[config.mk]
export PLATFORM = sky130hd
export DESIGN_NAME = cmd_phys
export DESIGN_NICKNAME = d
export VERILOG_FILES = /design/src/rtl/cmd_phys.sv
export SDC_FILE = /design/constraint.sdc
export NUM_CORES = 1
export LEC_CHECK = 0
export BUFFER_PORTS_ARGS = -buffer_cell sky130_fd_sc_hd__buf_2
export CAP_MARGIN = 25
export CORE_UTILIZATION = 30
export CTS_CLUSTER_DIAMETER = 200
export CTS_CLUSTER_SIZE = 16
export DETAILED_ROUTE_END_ITERATION = 16
export PLACE_DENSITY_LB_ADDON = 0.2
export SLEW_MARGIN = 0
export SYNTH_ARGS = -nofsm -noshare
export SYNTH_HDL_FRONTEND = slang
export SYNTH_SLANG_ARGS = --single-unit
[constraint.sdc]
create_clock -name iClock_host -period 7.38 [get_ports iClock_host]
set_input_delay 0.738 -clock iClock_host [delete_from_list [all_inputs] [get_ports iClock_host]]
set_output_delay 0.738 -clock iClock_host [all_outputs]
set_load 0.1 [all_outputs]
[src/rtl/cmd_phys.sv]
// SD command-line PHY: serializes a 48-bit command frame with CRC7, then
// waits for and deserializes the card's 48-bit response, checking framing/CRC7.
module cmd_phys #(
  parameter int TIMEOUT_CYCLES = 64
) (
  input  logic        iClock_host,
  input  logic        iReset,
  input  logic        iStrobe_in,
  input  logic [37:0] iCmd_in,
  input  logic        iAck_in,
  input  logic        iCmd_pin_in,
  output logic        oAck_out,
  output logic        oStrobe_out,
  output logic [37:0] oCmd_out,
  output logic        oCmd_pin_out,
  output logic        oCmd_pin_oe,
  output logic        oTimeout_enable,
  output logic        oTimeout,
  output logic        oCrc_error
);

  localparam int TW = (TIMEOUT_CYCLES > 1) ? $clog2(TIMEOUT_CYCLES) : 1;
  localparam int CW = (TW > 6) ? TW : 6;

  typedef enum logic [2:0] {
    IDLE, SEND, WAIT_RESP, RECEIVE, CHECK, RESPOND
  } state_t;

  state_t      state_q, state_d;
  logic [CW-1:0] cnt_q, cnt_d;
  logic [47:0] sh_q, sh_d;
  logic [47:0] rx_q, rx_d;
  logic [47:0] frame;
  logic [37:0] cmd_out_q, cmd_out_d;
  logic        ack_q, ack_d;
  logic        strobe_q, strobe_d;
  logic        pin_out_q, pin_out_d;
  logic        pin_oe_q, pin_oe_d;
  logic        ten_q, ten_d;
  logic        timeout_q, timeout_d;
  logic        crc_err_q, crc_err_d;

  // x^7 + x^3 + 1, zero seed, MSB first
  function automatic logic [6:0] crc7(input logic [39:0] d);
    logic [6:0] c;
    logic       fb;
    c = '0;
    for (int i = 39; i >= 0; i--) begin
      fb = d[i] ^ c[6];
      c  = {c[5:0], 1'b0};
      if (fb) c = c ^ 7'h09;
    end
    return c;
  endfunction

  assign frame = {2'b01, iCmd_in, crc7({2'b01, iCmd_in}), 1'b1};

  always_comb begin
    state_d   = state_q;
    cnt_d     = cnt_q;
    sh_d      = sh_q;
    rx_d      = rx_q;
    cmd_out_d = cmd_out_q;
    ack_d     = 1'b0;
    strobe_d  = strobe_q;
    pin_out_d = pin_out_q;
    pin_oe_d  = pin_oe_q;
    ten_d     = ten_q;
    timeout_d = 1'b0;
    crc_err_d = crc_err_q;
    case (state_q)
      IDLE: begin
        pin_out_d = 1'b1;
        pin_oe_d  = 1'b1;
        if (iStrobe_in) begin
          // Bit 47 goes on the line in the same cycle as the ack pulse.
          pin_out_d = frame[47];
          sh_d      = {frame[46:0], 1'b0};
          ack_d     = 1'b1;
          cnt_d     = '0;
          state_d   = SEND;
        end
      end
      SEND: begin
        if (cnt_q == CW'(47)) begin
          pin_out_d = 1'b1;
          pin_oe_d  = 1'b0;
          ten_d     = 1'b1;
          cnt_d     = '0;
          state_d   = WAIT_RESP;
        end else begin
          pin_out_d = sh_q[47];
          sh_d      = {sh_q[46:0], 1'b0};
          cnt_d     = cnt_q + 1'b1;
        end
      end
      WAIT_RESP: begin
        // Start bit takes priority over an expiring timeout.
        if (!iCmd_pin_in) begin
          rx_d    = {47'd0, iCmd_pin_in};
          cnt_d   = '0;
          state_d = RECEIVE;
        end else if (cnt_q == CW'(TIMEOUT_CYCLES - 1)) begin
          timeout_d = 1'b1;
          ten_d     = 1'b0;
          pin_out_d = 1'b1;
          pin_oe_d  = 1'b1;
          cnt_d     = '0;
          state_d   = IDLE;
        end else begin
          cnt_d = cnt_q + 1'b1;
        end
      end
      RECEIVE: begin
        rx_d = {rx_q[46:0], iCmd_pin_in};
        if (cnt_q == CW'(46)) begin
          ten_d   = 1'b0;
          cnt_d   = '0;
          state_d = CHECK;
        end else begin
          cnt_d = cnt_q + 1'b1;
        end
      end
      CHECK: begin
        crc_err_d = rx_q[46] | ~rx_q[0] | (rx_q[7:1] != crc7(rx_q[47:8]));
        cmd_out_d = rx_q[45:8];
        strobe_d  = 1'b1;
        pin_out_d = 1'b1;
        pin_oe_d  = 1'b1;
        state_d   = RESPOND;
      end
      RESPOND: begin
        if (iAck_in) begin
          strobe_d = 1'b0;
          state_d  = IDLE;
        end
      end
      default: state_d = IDLE;
    endcase
  end

  always_ff @(posedge iClock_host) begin
    if (iReset) begin
      state_q   <= IDLE;
      cnt_q     <= '0;
      sh_q      <= '0;
      rx_q      <= '0;
      cmd_out_q <= '0;
      ack_q     <= 1'b0;
      strobe_q  <= 1'b0;
      pin_out_q <= 1'b1;
      pin_oe_q  <= 1'b1;
      ten_q     <= 1'b0;
      timeout_q <= 1'b0;
      crc_err_q <= 1'b0;
    end else begin
      state_q   <= state_d;
      cnt_q     <= cnt_d;
      sh_q      <= sh_d;
      rx_q      <= rx_d;
      cmd_out_q <= cmd_out_d;
      ack_q     <= ack_d;
      strobe_q  <= strobe_d;
      pin_out_q <= pin_out_d;
      pin_oe_q  <= pin_oe_d;
      ten_q     <= ten_d;
      timeout_q <= timeout_d;
      crc_err_q <= crc_err_d;
    end
  end

  assign oAck_out        = ack_q;
  assign oStrobe_out     = strobe_q;
  assign oCmd_out        = cmd_out_q;
  assign oCmd_pin_out    = pin_out_q;
  assign oCmd_pin_oe     = pin_oe_q;
  assign oTimeout_enable = ten_q;
  assign oTimeout        = timeout_q;
  assign oCrc_error      = crc_err_q;

endmodule
=== After elaboration in Yosys (flattened, before gate mapping) ===
Cells that the tools add are included.
Widths: inputs -> output; s select.

* Output and inout port bits: 45
* Logic and storage cells: 360
* Input bits: 43
* Flip-flop bits (word level): 150

* Add/sub/neg operators: 1
* Reduce and logical (&&, ||, !) cells: 19
* Bitwise operators: 158
* Multiplexer cells: 152
* Eq/ne operators: 18

{| class="wikitable"
|+ Operators by type and width
! kind !! count
|-
| $mux 4 || 78
|-
| $mux 7 || 40
|-
| $pmux 48 s2 || 2
|-
| $not 2->2 || 76
|-
| $mux 48 || 3
|-
| $xor 1x1->1 || 73
|-
| $mux 6 || 5
|-
| $pmux 6 s4 || 1
|-
| $eq 6x6->1 const B || 3
|-
| $mux 3 || 6
|-
| $pmux 3 s6 || 1
|-
| $ne 2x2->1 const B || 8
|-
| $mux 1 || 12
|-
| $reduce_and 5->1 || 2
|-
| $reduce_bool 4->1 || 2
|-
| $ne 7x7->1 || 1
|-
| $add 6x1->6 const B || 1
|-
| $eq 3x2->1 const B || 2
|-
| $eq 3x3->1 const B || 2
|-
| $pmux 1 s3 || 2
|-
| $reduce_and 2->1 || 3
|-
| $reduce_and 3->1 || 2
|-
| $reduce_bool 2->1 || 3
|-
| $reduce_bool 3->1 || 2
|-
| 11 further kinds || 18
|}

=== Longest topological paths before layout ===
Gate-level depths: netlist of the first run.

* Depth after elaboration: 121
* Gate-level depth with buffers: 10
* Mapped depth without buffers: 9

=== Worst setup path before layout of the first run ===
No wires, ideal clock.

* Path type: input-to-reg
* From: in iCmd_in[32]
* To: reg sh_q[6]
* Data required time: 7.247 ns
* Stages on the path: 8
* Path buffers: 0
* Data arrival time: 3.117 ns
* Library setup time: 0.133 ns
* Slack: 4.131 ns
* Cells stage by stage: xnor3_2 -> xnor3_2 -> xnor3_1 -> xnor3_1 -> xnor3_1 -> nand2_1 -> nor3b_1 -> nor4_2

* Cells in the longest elaborated chain, start to end: 32
* Elaborated cells between the ends (all ways): 62
* Classes of those cells: 34 x mux; 28 x bitwise

{| class="wikitable"
|+ RTL lines
! what !! line !! RTL
|-
| from (decl) || 9 || <nowiki>input logic [37:0] iCmd_in,</nowiki>
|-
| $xor 1x1->1 (*) || 49 || <nowiki>fb = d[i] ^ c[6];</nowiki>
|-
| $mux 4 (*) || 51 || <nowiki>if (fb) c = c ^ 7'h09;</nowiki>
|-
| $mux 4 (2 in series) || 51 ||
|-
| $not 2->2 (no line) || n/a ||
|-
| $mux 4 || 51 ||
|-
| $xor 1x1->1 || 49 ||
|-
| $mux 4 (3 in series) || 51 ||
|-
| $not 2->2 (no line) || n/a ||
|-
| (+11 left out) || n/a ||
|-
| $not 2->2 (no line) || n/a ||
|-
| $mux 4 || 51 ||
|-
| $xor 1x1->1 || 49 ||
|-
| $mux 4 (3 in series) || 51 ||
|-
| $not 2->2 (no line) || n/a ||
|-
| $mux 4 (*) || 51 ||
|-
| $mux 48 (*) || 75 || <nowiki>if (iStrobe_in) begin</nowiki>
|-
| $pmux 48 s2 (*) || 71 || <nowiki>case (state_q)</nowiki>
|-
| to (signal assigned) || 146 || <nowiki>sh_q <= '0;</nowiki>
|-
| to (signal assigned) || 159 || <nowiki>sh_q <= sh_d;</nowiki>
|-
| to (decl) || 31 || <nowiki>logic [47:0] sh_q, sh_d;</nowiki>
|}

Every way passes the cells marked *; elsewhere a longest branch is shown, timed or not. The select of a mux whose other input is x is not followed.
A chain may end at the register's enable or synchronous reset.

=== Worst setup path in the final report of the first run ===
* From: reg rx_q[39]
* To: reg crc_err_q, in the netlist oCrc_error

* Cells in the longest elaborated chain, start to end: 64
* Elaborated cells between the ends (all ways): 109
* Classes of those cells: 1 x eq/ne; 64 x mux; 44 x bitwise

{| class="wikitable"
|+ RTL lines
! what !! line !! RTL
|-
| from (decl) || 32 || <nowiki>logic [47:0] rx_q, rx_d;</nowiki>
|-
| from (signal assigned) || 160 || <nowiki>rx_q <= rx_d;</nowiki>
|-
| $xor 1x1->1 (*) || 49 ||
|-
| $mux 4 (*) || 51 ||
|-
| $mux 7 (*) || 71 ||
|-
| $mux 4 || 51 ||
|-
| $mux 7 (*) || 71 ||
|-
| $mux 4 || 51 ||
|-
| $mux 7 (*) || 71 ||
|-
| $not 2->2 (no line) || n/a ||
|-
| (+48 left out) || n/a ||
|-
| $mux 7 (*) || 71 ||
|-
| $mux 4 || 51 ||
|-
| $mux 7 (*) || 71 ||
|-
| $not 2->2 (no line) || n/a ||
|-
| $mux 4 || 51 ||
|-
| $mux 7 (*) || 71 ||
|-
| $ne 7x7->1 (*) || 125 || <nowiki>crc_err_d = rx_q[46] | ~rx_q[0] | (rx_q[7:1] != crc7(rx_q[47:8]));</nowiki>
|-
| $or 1x1->1 (*) || 125 ||
|-
| to (signal assigned) || 168 || <nowiki>crc_err_q <= crc_err_d;</nowiki>
|-
| to (decl) || 41 || <nowiki>logic crc_err_q, crc_err_d;</nowiki>
|}

Marks and branches as above.

==> impl_metrics.csv, run 1 <==
group,metric,value,unit
status,status,"finished, final reports clean",
sta,max_slew_margin,33.4,%
final_layout,diodes,0,
worst_setup_path,timing.critical_path.from,"rx_q[39]",
detailed_routing,wirelength,18000,µm
sta,clock.fmax,319,MHz
final_layout,postLayoutCoreUtil,36.0,%
grt,grt_max_degree,79,
yosys,muxShareOfSynthArea,0,%
worst_setup_path,cpMostUsedCell,"xnor3_1",
yosys,yosys_register_bits,149,
worst_setup_path,slowest_stage,"xnor3_1",
detailed_routing,ant_nets,0,
worst_setup_path,crit_arrival,3.41,ns
yosys,synth_xor_area_share,21.8,%
grt,overflow,0,
worst_setup_path,crit_required,7.65,ns
worst_setup_path,crit_path_max_incr_delay,0.50,ns
yosys,synth_edf_count,0,
yosys,ys_types,44,
sta,skew,0.0122,ns
detailed_routing,drc,0,
floorplanning,fp.dieH,157,µm
floorplanning,io_pins,88,
yosys,ys.flop_type,"dfxtp_1",
sta,worst_pin_slew,0.999,ns
yosys,synth_fp_nets,872,
worst_setup_path,critPathBufInv,0,
yosys,syn-cell-area,7230,µm²
yosys,synth-compound-area-share,12.3,%
floorplanning,die_width,157,µm
sta,rsz0062_at_grt,"no",
final_layout,drive_gt1_share,15.2,%
worst_setup_path,path_max_fanout,4,
pwr,switching_power,1.05,mW
cts,ctsResizeCount,0,
floorplanning,initial_core_util,30.7,%
cts,htreeDepth,4,
detailed_routing,firstDrtPassIters,4,
placed_design,place.gp.congestion,0.797,
detailed_routing,wl_per_cell,14.8,µm
final_layout,multiInputGateArea,4020,µm²
yosys,synth.most_common_cell,"nor2_1",
worst_setup_path,crit_chain,"xnor3_1, xnor3_1, xnor2_1, xor3_1, or3_1, a211o_1, nand2_1, a311oi_1",
floorplanning,rows,56,
final_layout,n_fill_cell,2516,
grt,grt_antenna_before_repair,0,
sta,finalCriticalPeriod,3.14,ns
yosys,syn_inst,827,
yosys,yosysTopAreaCell,"dfxtp_1",
cts,cts_tree,"done",
detailed_routing,dr_total_vias,5775,
sta,finalHoldViolCount,0,
floorplanning,dieArea,24700,µm²
yosys,syn_avg_cell_area,8.74,µm²
yosys,synth_area_leaders,"dfxtp_1 41%, nor2_1 9.3%, xnor2_1 8.4%",
flow_run,max_cap_violations,0,
worst_setup_path,startpoint_type,"flip-flop",
worst_hold_path,hold_depth,2,
sta,slew_violations,0,
worst_setup_path,r2r_end,"oCrc_error",
worst_setup_path,worstSetupPathType,"reg -> reg",
cts,cts.sinks,149,
cts,cts-root-buf,"clkbuf_16",
pwr,powerDensity,336,nW/µm²
grt,grt_pass1_wl,29600,µm
pwr,vdd.ir_drop.worst,0.169,mV
worst_setup_path,rr_startpoint,"rx_q[39]",
worst_setup_path,reg2regPathDepth,8,
yosys,synthTopCellsByCount,"179 x nor2_1, 149 x dfxtp_1, 94 x nand2_1",
worst_setup_path,end_kind,"flip-flop",
pwr,p_comb_share,34.7,%
sta,setup_tns,0,ns
grt,grtUsageTotal,15.3,%
sta,fin_crit_sh,42.5,%
sta,setup_viol,0,
final_layout,syn_to_final_growth,17.2,%
floorplanning,core,23500,µm²
grt,first_global_vias,5577,
yosys,yosysSeqAreaShare,41.3,%
detailed_routing,drtIter0Drc,317,
yosys,synth-simple-area-share,21.0,%
yosys,synth_top_family_by_area,"XOR/XNOR gates",
placed_design,hpwl,12000,µm
cts,insertion_delay,0.43,ns
yosys,synth_warnings,0,
cts,clk_path_buf_depth,2,
pwr,p_int,1.80,mW
cts,ctsHoldBuffers,0,
pwr,swShare,36.9,%
yosys,async_reset_ff_share,0,%
placed_design,port_buffers,87,
worst_setup_path,cp_top_family,"XOR/XNOR gates",
worst_hold_path,hold_start,"oCmd_out[21]",
detailed_routing,viasPerCell,4.75,
final_layout,num-nets-final,929,
worst_setup_path,rrSetupSlack,4.24,ns
cts,path_clk_slew,0.07,ns
worst_hold_path,hold_class,"reg -> reg",
yosys,synth_adder_area_share,0.346,%
pwr,sequentialPowerShare,35.9,%
cts,cts_buffers,17,
cts,cts_setup_buffers,0,
worst_hold_path,whs_endpoint,"oCmd_out[21]",
pwr,leakagePower,3.44,nW
final_layout,regArea,2980,µm²
pwr,clkPwrFrac,29.4,%
yosys,netlist.area_leader.share,41.3,%
## cells in the final DEF, fill, tap and decap left out, types with 5 or more instances in the layout
master / instances
inv_1: 5
buf_4: 9
o21ai_0: 12
inv_6: 7
xor3_1: 8
nor3_1: 7
buf_2: 86
a21oi_1: 58
xnor2_1: 69
nand3_1: 6
clkbuf_16: 17
xnor3_1: 26
nand2_1: 94
nor2_1: 179
dfxtp_1: 149
xor2_1: 17
nor4_1: 37
a22oi_1: 50
## power by group through the flow
stage / registers (mW) / logic [mW] / clock network [mW]
after global routing: 1.04 / 1.12 / 0.899
after CTS: 1.02 / 1.00 / 0.865
after detailed placement: 1.04 / 0.996 / 0
after floorplan: 1.07 / 0.763 / 0
after global placement: 1.04 / 0.997 / 0
final: 1.02 / 0.989 / 0.838
## stage by stage
step / setup slack (ns) / power, mW / hold slack, ns / std cells / cell area [µm²]
floorplan: 4.13 / 1.83 / 0.437 / 827 / 7230
global placement: 3.87 / 2.04 / 0.441 / 1184 / 7920
detailed placement: 3.86 / 2.03 / 0.444 / 1184 / 7920
CTS: 4.21 / 2.89 / 0.452 / 1216 / 8470
global route: 4.05 / 3.06 / 0.476 / 1216 / 8470
finish: 4.24 / 2.85 / 0.450 / 1216 / 8470
## worst max path at each step
stage	to	slack, ns	cells after the start
6_report	oCrc_error	4.24	8
5_1_grt	oCrc_error	4.05	8
4_1_cts	oCrc_error	4.21	8
3_5_place_dp	sh_q[6]	3.86	9
3_3_place_gp	sh_q[6]	3.87	9
2_1_floorplan	sh_q[6]	4.13	8
## worst min-delay path: cells and delay by family, from the launching register on
family,cells,cell delay (ns)
AO/OA/AOI/OAI,1,0.05
flip-flops,1,0.31
AND/OR/NAND/NOR,1,0.05
## area by class of cell
type / instances / area share (%)
inverter: 5 / 0.222
clock buffer: 17 / 5.02
sequential: 149 / 35.2
clock inverter: 15 / 1.55
multi-input combinational: 616 / 47.4
tap: 319 / 4.71
timing repair buffer: 95 / 5.88
## cells by family after synthesis
kind of cell	Yosys count
buf+inv	62
flops	149
simple gates	351
xor+xnor	122
compound gates	141
fa+ha+maj	2
## per-layer routing
metal / GRT usage (%) / share of wire [%] / vias to the layer above / wire [µm]
li1: - / - / 2931 / -
met1: 21.6 / 51 / 2737 / 9160
met2: 23.5 / 45 / 94 / 8000
met3: 3.69 / 3.6 / 13 / 653
met4: 3.33 / 0.77 / 0 / 138
met5: 0 / 0 / - / 0
## state kept, by name, summed over array words and instances, names as in the netlist
name,cells
cnt_q,6
oAck_out,1
oCmd_out,38
oCmd_pin_oe,1
oCmd_pin_out,1
oCrc_error,1
oStrobe_out,1
oTimeout,1
oTimeout_enable,1
rx_q,48
sh_q,47
state_q,3
(Power assumes the default switching activity.)
==> run 2, diff against run 1 <==
- clock period: 7.38 -> 3.29 ns (I/O delays scaled with it)
==> run 2 against run 1 <==
Net effect:
- clock power rose by 150%
- combinational power is 130% higher
- register-to-register slack worse by 3.9 ns
- highest routed layer unchanged
- critical path type unchanged
- largest power group unchanged
- sequential cell count unchanged
==> impl_metrics.csv, run 2 (synthesized netlist as in run 1, its figures left out) <==
group,metric,value,unit
status,status,"finished, final reports clean",
cts,cts_tree,"done",
final_layout,diodes,0,
sta,skew,0.00894,ns
cts,clk_path_buf_depth,2,
sta,hold_ws,0.206,ns
pwr,p_int,4.29,mW
pwr,switching_power,2.33,mW
cts,cts_setup_buffers,0,
worst_setup_path,crit_chain,"xnor3_1, xnor3_1, xnor2_1, xor3_1, or3_1, a211o_1, nand2_1, a311oi_1",
placed_design,pre_cts_ws,0.177,ns
sta,finalCriticalPeriod,2.90,ns
detailed_routing,wirelength,17800,µm
placed_design,port_buffers,87,
floorplanning,fp.dieH,157,µm
final_layout,final_cell_count_no_fill,1222,
placed_design,place.gp.congestion,0.758,
final_layout,drive_gt1_share,15.7,%
floorplanning,rows,56,
pwr,leakagePower,3.51,nW
cts,path_clk_slew,0.07,ns
cts,cts_buffers,17,
grt,grt_pass1_wl,29200,µm
worst_setup_path,path_max_fanout,4,
floorplanning,dieArea,24700,µm²
worst_setup_path,cp_top_family,"XOR/XNOR gates",
worst_hold_path,hold_class,"in -> reg",
floorplanning,core,23500,µm²
pwr,vdd.ir_drop.worst,0.343,mV
floorplanning,io_pins,88,
detailed_routing,dr_total_vias,5744,
final_layout,largest_reg_flops,48,
grt,overflow,0,
placed_design,dp_cells,1190,
worst_setup_path,critPathBufInv,0,
sta,fin_crit_sh,88.3,%
sta,setup_viol,0,
sta,setup_tns,0,ns
detailed_routing,drtIter0Drc,407,
worst_setup_path,path_depth,8,
sta,max_slew_margin,46.6,%
cts,ctsHoldBuffers,0,
sta,worst_pin_slew,0.801,ns
grt,grtUsageTotal,15.1,%
grt,grt_antenna_before_repair,0,
sta,clock.fmax,344,MHz
sta,setup_ws,0.386,ns
worst_setup_path,crit_arrival,3.20,ns
detailed_routing,viasPerCell,4.70,
worst_setup_path,cpMostUsedCell,"xnor3_1",
final_layout,postLayoutCoreUtil,36.5,%
final_layout,top_register,"rx_q",
pwr,p_comb_share,33.8,%
cts,ctsResizeCount,0,
pwr,power,6.62,mW
placed_design,placed_area,7970,µm²
cts,cts-root-buf,"clkbuf_16",
pwr,clkPwrFrac,31.5,%
cts,cts.sinks,149,
sta,slew_violations,0,
worst_setup_path,end_kind,"flip-flop",
final_layout,layout_common_cells,"179 x nor2_1, 149 x dfxtp_1, 94 x nand2_1",
worst_setup_path,slowest_stage,"xnor3_1",
floorplanning,initial_core_util,30.7,%
sta,rsz0062_at_grt,"no",
detailed_routing,ant_nets,0,
worst_hold_path,hold_depth,3,
final_layout,layout_commonest_cell,"nor2_1",
final_layout,syn_to_final_growth,19.0,%
flow_run,max_cap_violations,0,
pwr,powerDensity,770,nW/µm²
grt,grt_max_degree,72,
worst_setup_path,startpoint_type,"flip-flop",
pwr,sequentialPowerShare,34.7,%
detailed_routing,wl_per_cell,14.6,µm
sta,finalHoldViolCount,0,
grt,first_global_vias,5423,
worst_setup_path,crit_required,3.58,ns
worst_setup_path,reg2regPathDepth,8,
detailed_routing,firstDrtPassIters,5,
detailed_routing,drc,0,
cts,htreeDepth,4,
floorplanning,die_width,157,µm
worst_setup_path,crit_path_max_incr_delay,0.50,ns
final_layout,postLayoutCellArea,8600,µm²
pwr,swShare,35.1,%
final_layout,num-nets-final,935,
placed_design,hpwl,12100,µm
cts,insertion_delay,0.42,ns
worst_setup_path,worstSetupPathType,"reg -> reg",
run 2: cell types whose count changed in the layout (fill, tap and decap cells not counted):
cell and delta:
inv_8 -1, clkinv_4 +1, bufinv_16 +3, inv_6 -2
clkinv_2 -1, buf_4 +5, clkbuf_8 +1, clkinvlp_4 -1
buf_12 +1
run 2: layout make-up:
class	instances	area, µm²
clock buffers	18	439
clock inverters	14	189
fillers	2497	14900
inverters	5	18.8
multi-input cells	616	4020
flip-flops and latches	149	2980
well taps	319	399
repair buffers	101	556
run 2: worst paths after layout:
kind                start           end  slack, ns
min reg2reg  oCmd_out[21]  oCmd_out[21]       0.45
max              rx_q[39]    oCrc_error       0.39
max reg2reg      rx_q[39]    oCrc_error       0.39
min           iCmd_in[16]      sh_q[25]       0.21
run 2: power groups by stage:
stage | clock network, mW | logic [mW] | registers, mW
after floorplan | 0 | 1.71 | 2.40
after global placement | 0 | 2.27 | 2.33
after detailed placement | 0 | 2.26 | 2.33
after CTS | 2.16 | 2.26 | 2.29
after global routing | 2.24 | 2.52 | 2.34
final | 2.09 | 2.24 | 2.29
run 2: per-layer routing:
metal	share of wire [%]	vias up	global-route usage [%]
met5	0	-	0
met4	0.73	0	3.19
met3	3.2	10	3.47
met2	44	77	22.4
met1	52	2721	22.0
li1	-	2936	-
run 2: worst min-delay path: cells and delay by family:
family,cells,cell delay [ns]
AND/OR/NAND/NOR,2,0.14
buffers and inverters,1,0.11
==> run 3, diff against run 2 <==
- ABC_AREA: not set -> 1
- SETUP_SLACK_MARGIN: not set -> 0.4
==> run 3 against run 2 <==
Net effect:
- synthesized area rose by 15%
- combinational power grew 78%
- final cell count grew 39%
- setup slack gained 0.086 ns
- clock skew increased by 0.0074 ns
==> impl_metrics.csv, run 3 <==
group,metric,value,unit
status,status,"finished, final reports clean",
worst_hold_path,hold_start,"iCmd_in[22]",
final_layout,layout_commonest_cell,"nand2_1",
worst_setup_path,rr_startpoint,"rx_q[45]",
worst_hold_path,whs_endpoint,"sh_q[31]",
worst_setup_path,crit_arrival,3.14,ns
cts,clk_path_buf_depth,2,
detailed_routing,wl_per_cell,13.7,µm
final_layout,top_register,"rx_q",
detailed_routing,drc,0,
worst_hold_path,hold_depth,3,
yosys,syn-cell-area,8280,µm²
grt,grt-busiest-layer,"met2",
pwr,leakagePower,4.61,nW
pwr,powerDensity,812,nW/µm²
detailed_routing,drtIter0Drc,379,
grt,first_global_vias,7641,
yosys,syn_avg_cell_area,6.50,µm²
worst_setup_path,crit_required,3.61,ns
placed_design,pre_cts_ws,0.197,ns
worst_setup_path,r2r_end,"oCrc_error",
final_layout,layout_common_cells,"267 x nand2_1, 138 x dfxtp_1, 130 x nand3_1",
grt,use_met2,27.4,%
worst_hold_path,hold_class,"in -> reg",
worst_setup_path,worstSetupPathType,"reg -> reg",
cts,htreeDepth,4,
detailed_routing,viasPerCell,4.88,
sta,max_slew_margin,44.3,%
yosys,synth_edf_count,0,
final_layout,num-nets-final,1390,
yosys,synth_warnings,0,
pwr,power,8.42,mW
worst_setup_path,end_kind,"flip-flop",
cts,cts.sinks,149,
sta,finalHoldViolCount,0,
detailed_routing,firstDrtPassIters,5,
grt,grtUsageTotal,16.5,%
yosys,yosysSeqAreaShare,36.0,%
sta,setup_tns,0,ns
grt,overflow,0,
placed_design,place.gp.congestion,0.862,
sta,skew,0.0163,ns
worst_setup_path,startpoint_type,"flip-flop",
grt,grt_pass1_wl,37800,µm
yosys,ys_types,40,
yosys,synth_area_leaders,"dfxtp_1 36%, nand2_1 17%, nand3_1 9.2%",
final_layout,largest_reg_flops,48,
cts,path_clk_slew,0.07,ns
detailed_routing,dr_total_vias,8303,
final_layout,n_fill_cell,2852,
worst_setup_path,cpMostUsedCell,"nand2_2",
yosys,syn_inst,1275,
worst_setup_path,rrSetupSlack,0.47,ns
floorplanning,core,27000,µm²
cts,cts_tree,"done",
floorplanning,rows,60,
worst_setup_path,reg2regPathDepth,27,
sta,finalCriticalPeriod,2.82,ns
yosys,synth.most_common_cell,"nand2_1",
grt,grt_antenna_before_repair,2,
floorplanning,die_width,168,µm
yosys,netlist.area_leader.share,36.0,%
worst_setup_path,path_max_fanout,7,
final_layout,drive_gt1_share,24.7,%
detailed_routing,wirelength,23200,µm
final_layout,regArea,3020,µm²
yosys,async_reset_ff_share,0,%
cts,cts-root-buf,"clkbuf_16",
sta,worst_pin_slew,0.833,ns
pwr,vdd.ir_drop.worst,0.314,mV
final_layout,syn_to_final_growth,25.1,%
grt,grt_max_degree,74,
cts,ctsHoldBuffers,0,
final_layout,postLayoutCoreUtil,38.4,%
cts,cts_buffers,17,
grt,grt_use_met3,2.84,%
yosys,ys.flop_type,"dfxtp_1",
yosys,synth_fp_nets,1320,
flow_run,max_cap_violations,0,
placed_design,hpwl,16100,µm
floorplanning,fp.dieH,168,µm
placed_design,port_buffers,87,
yosys,yosysTopAreaCell,"dfxtp_1",
sta,fin_crit_sh,85.7,%
floorplanning,io_pins,88,
yosys,synthTopCellsByCount,"370 x nand2_1, 153 x nand3_1, 149 x dfxtp_1",
worst_setup_path,slowest_stage,"dfxtp_4",
final_layout,multiInputGateArea,5220,µm²
floorplanning,dieArea,28300,µm²
cts,insertion_delay,0.43,ns
worst_setup_path,crit_path_max_incr_delay,0.38,ns
sta,rsz0062_at_grt,"yes",
sta,slew_violations,0,
sta,clock.fmax,355,MHz
yosys,yosys_register_bits,149,
sta,setup_ws,0.472,ns
grt,grtUsageMet1,21.7,%
sta,setup_viol,0,
floorplanning,initial_core_util,30.7,%
detailed_routing,ant_nets,0,
## run 3: changes by cell type in the layout (fill, tap and decap cells not counted), moves of 26 or more
cell	change
nand2_1	+173
nand3_1	+124
inv_1	+97
nand2_2	+95
nor2_1	-75
xnor2_1	-57
a22oi_1	-50
a21oi_1	+38
o21ai_0	+37
xnor3_1	-26
## run 3: through the flow
step | cell area (µm²) | instances | hold slack (ns)
global placement | 9070 | 1660 | 0.454
floorplan | 8280 | 1275 | 0.442
global route | 10400 | 1699 | 0.199
CTS | 9740 | 1692 | 0.170
detailed placement | 9070 | 1660 | 0.457
finish | 10400 | 1700 | 0.188
## run 3: power breakdown
part | internal [mW] | total [mW] | switching (mW)
sequential | 2.19 | 2.39 | 0.203
clock | 1.21 | 2.05 | 0.837
combinational | 0.981 | 3.98 | 3.00
total | 4.38 | 8.42 | 4.04
## run 3: routing by layer
layer | vias up | part of all wire (%)
met5 | - | 0.052
met4 | 2 | 1.4
met3 | 27 | 3.3
met2 | 120 | 46
met1 | 3836 | 49
li1 | 4318 | -
## run 3: cells by family after synthesis
| group | after synthesis | share of synthesized area (%) |
|---|---|---|
| and+or+nand+nor | 724 | 37.6 |
| adders and majority gates | 2 | 0.302 |
| xor gates and xnor gates | 42 | 6.03 |
| DFF | 149 | 36.0 |
| buffers and inverters | 181 | 8.31 |
| AOI/OAI and AO/OA | 177 | 11.7 |
## run 3: worst max path at each step
stage | depth (start not counted) | end | startpoint | slack [ns]
after floorplan | 27 | oCrc_error | rx_q[45] | 0.80
after global placement | 27 | oCrc_error | rx_q[46] | 0.24
after detailed placement | 29 | oCrc_error | rx_q[46] | 0.20
after CTS | 28 | oCrc_error | rx_q[45] | 0.40
after global routing | 27 | oCrc_error | rx_q[45] | 0.19
final | 27 | oCrc_error | rx_q[45] | 0.47
## run 3: what timing repair did
item	4_1_cts	5_1_grt
setup buffers	0	7
resized for setup	32	174
endpoints found under the setup margin	1	3
pin swaps	3	60
## run 3: worst max-delay path, delay by kind of cell (launching register included)
family                 cells  cell delay [ns]
AND/OR/NAND/NOR           24             2.05
flip-flops                 1             0.38
buffers and inverters      3             0.27
## run 3: final cells by class
cell class	instances	area share [%]
repair buffers	108	5.96
multi-input cells	945	50.3
inverters	124	4.63
clock buffers	20	4.21
flip-flops and latches	149	29.1
well taps	341	4.12
diodes	1	0.0241
clock inverters	12	1.63
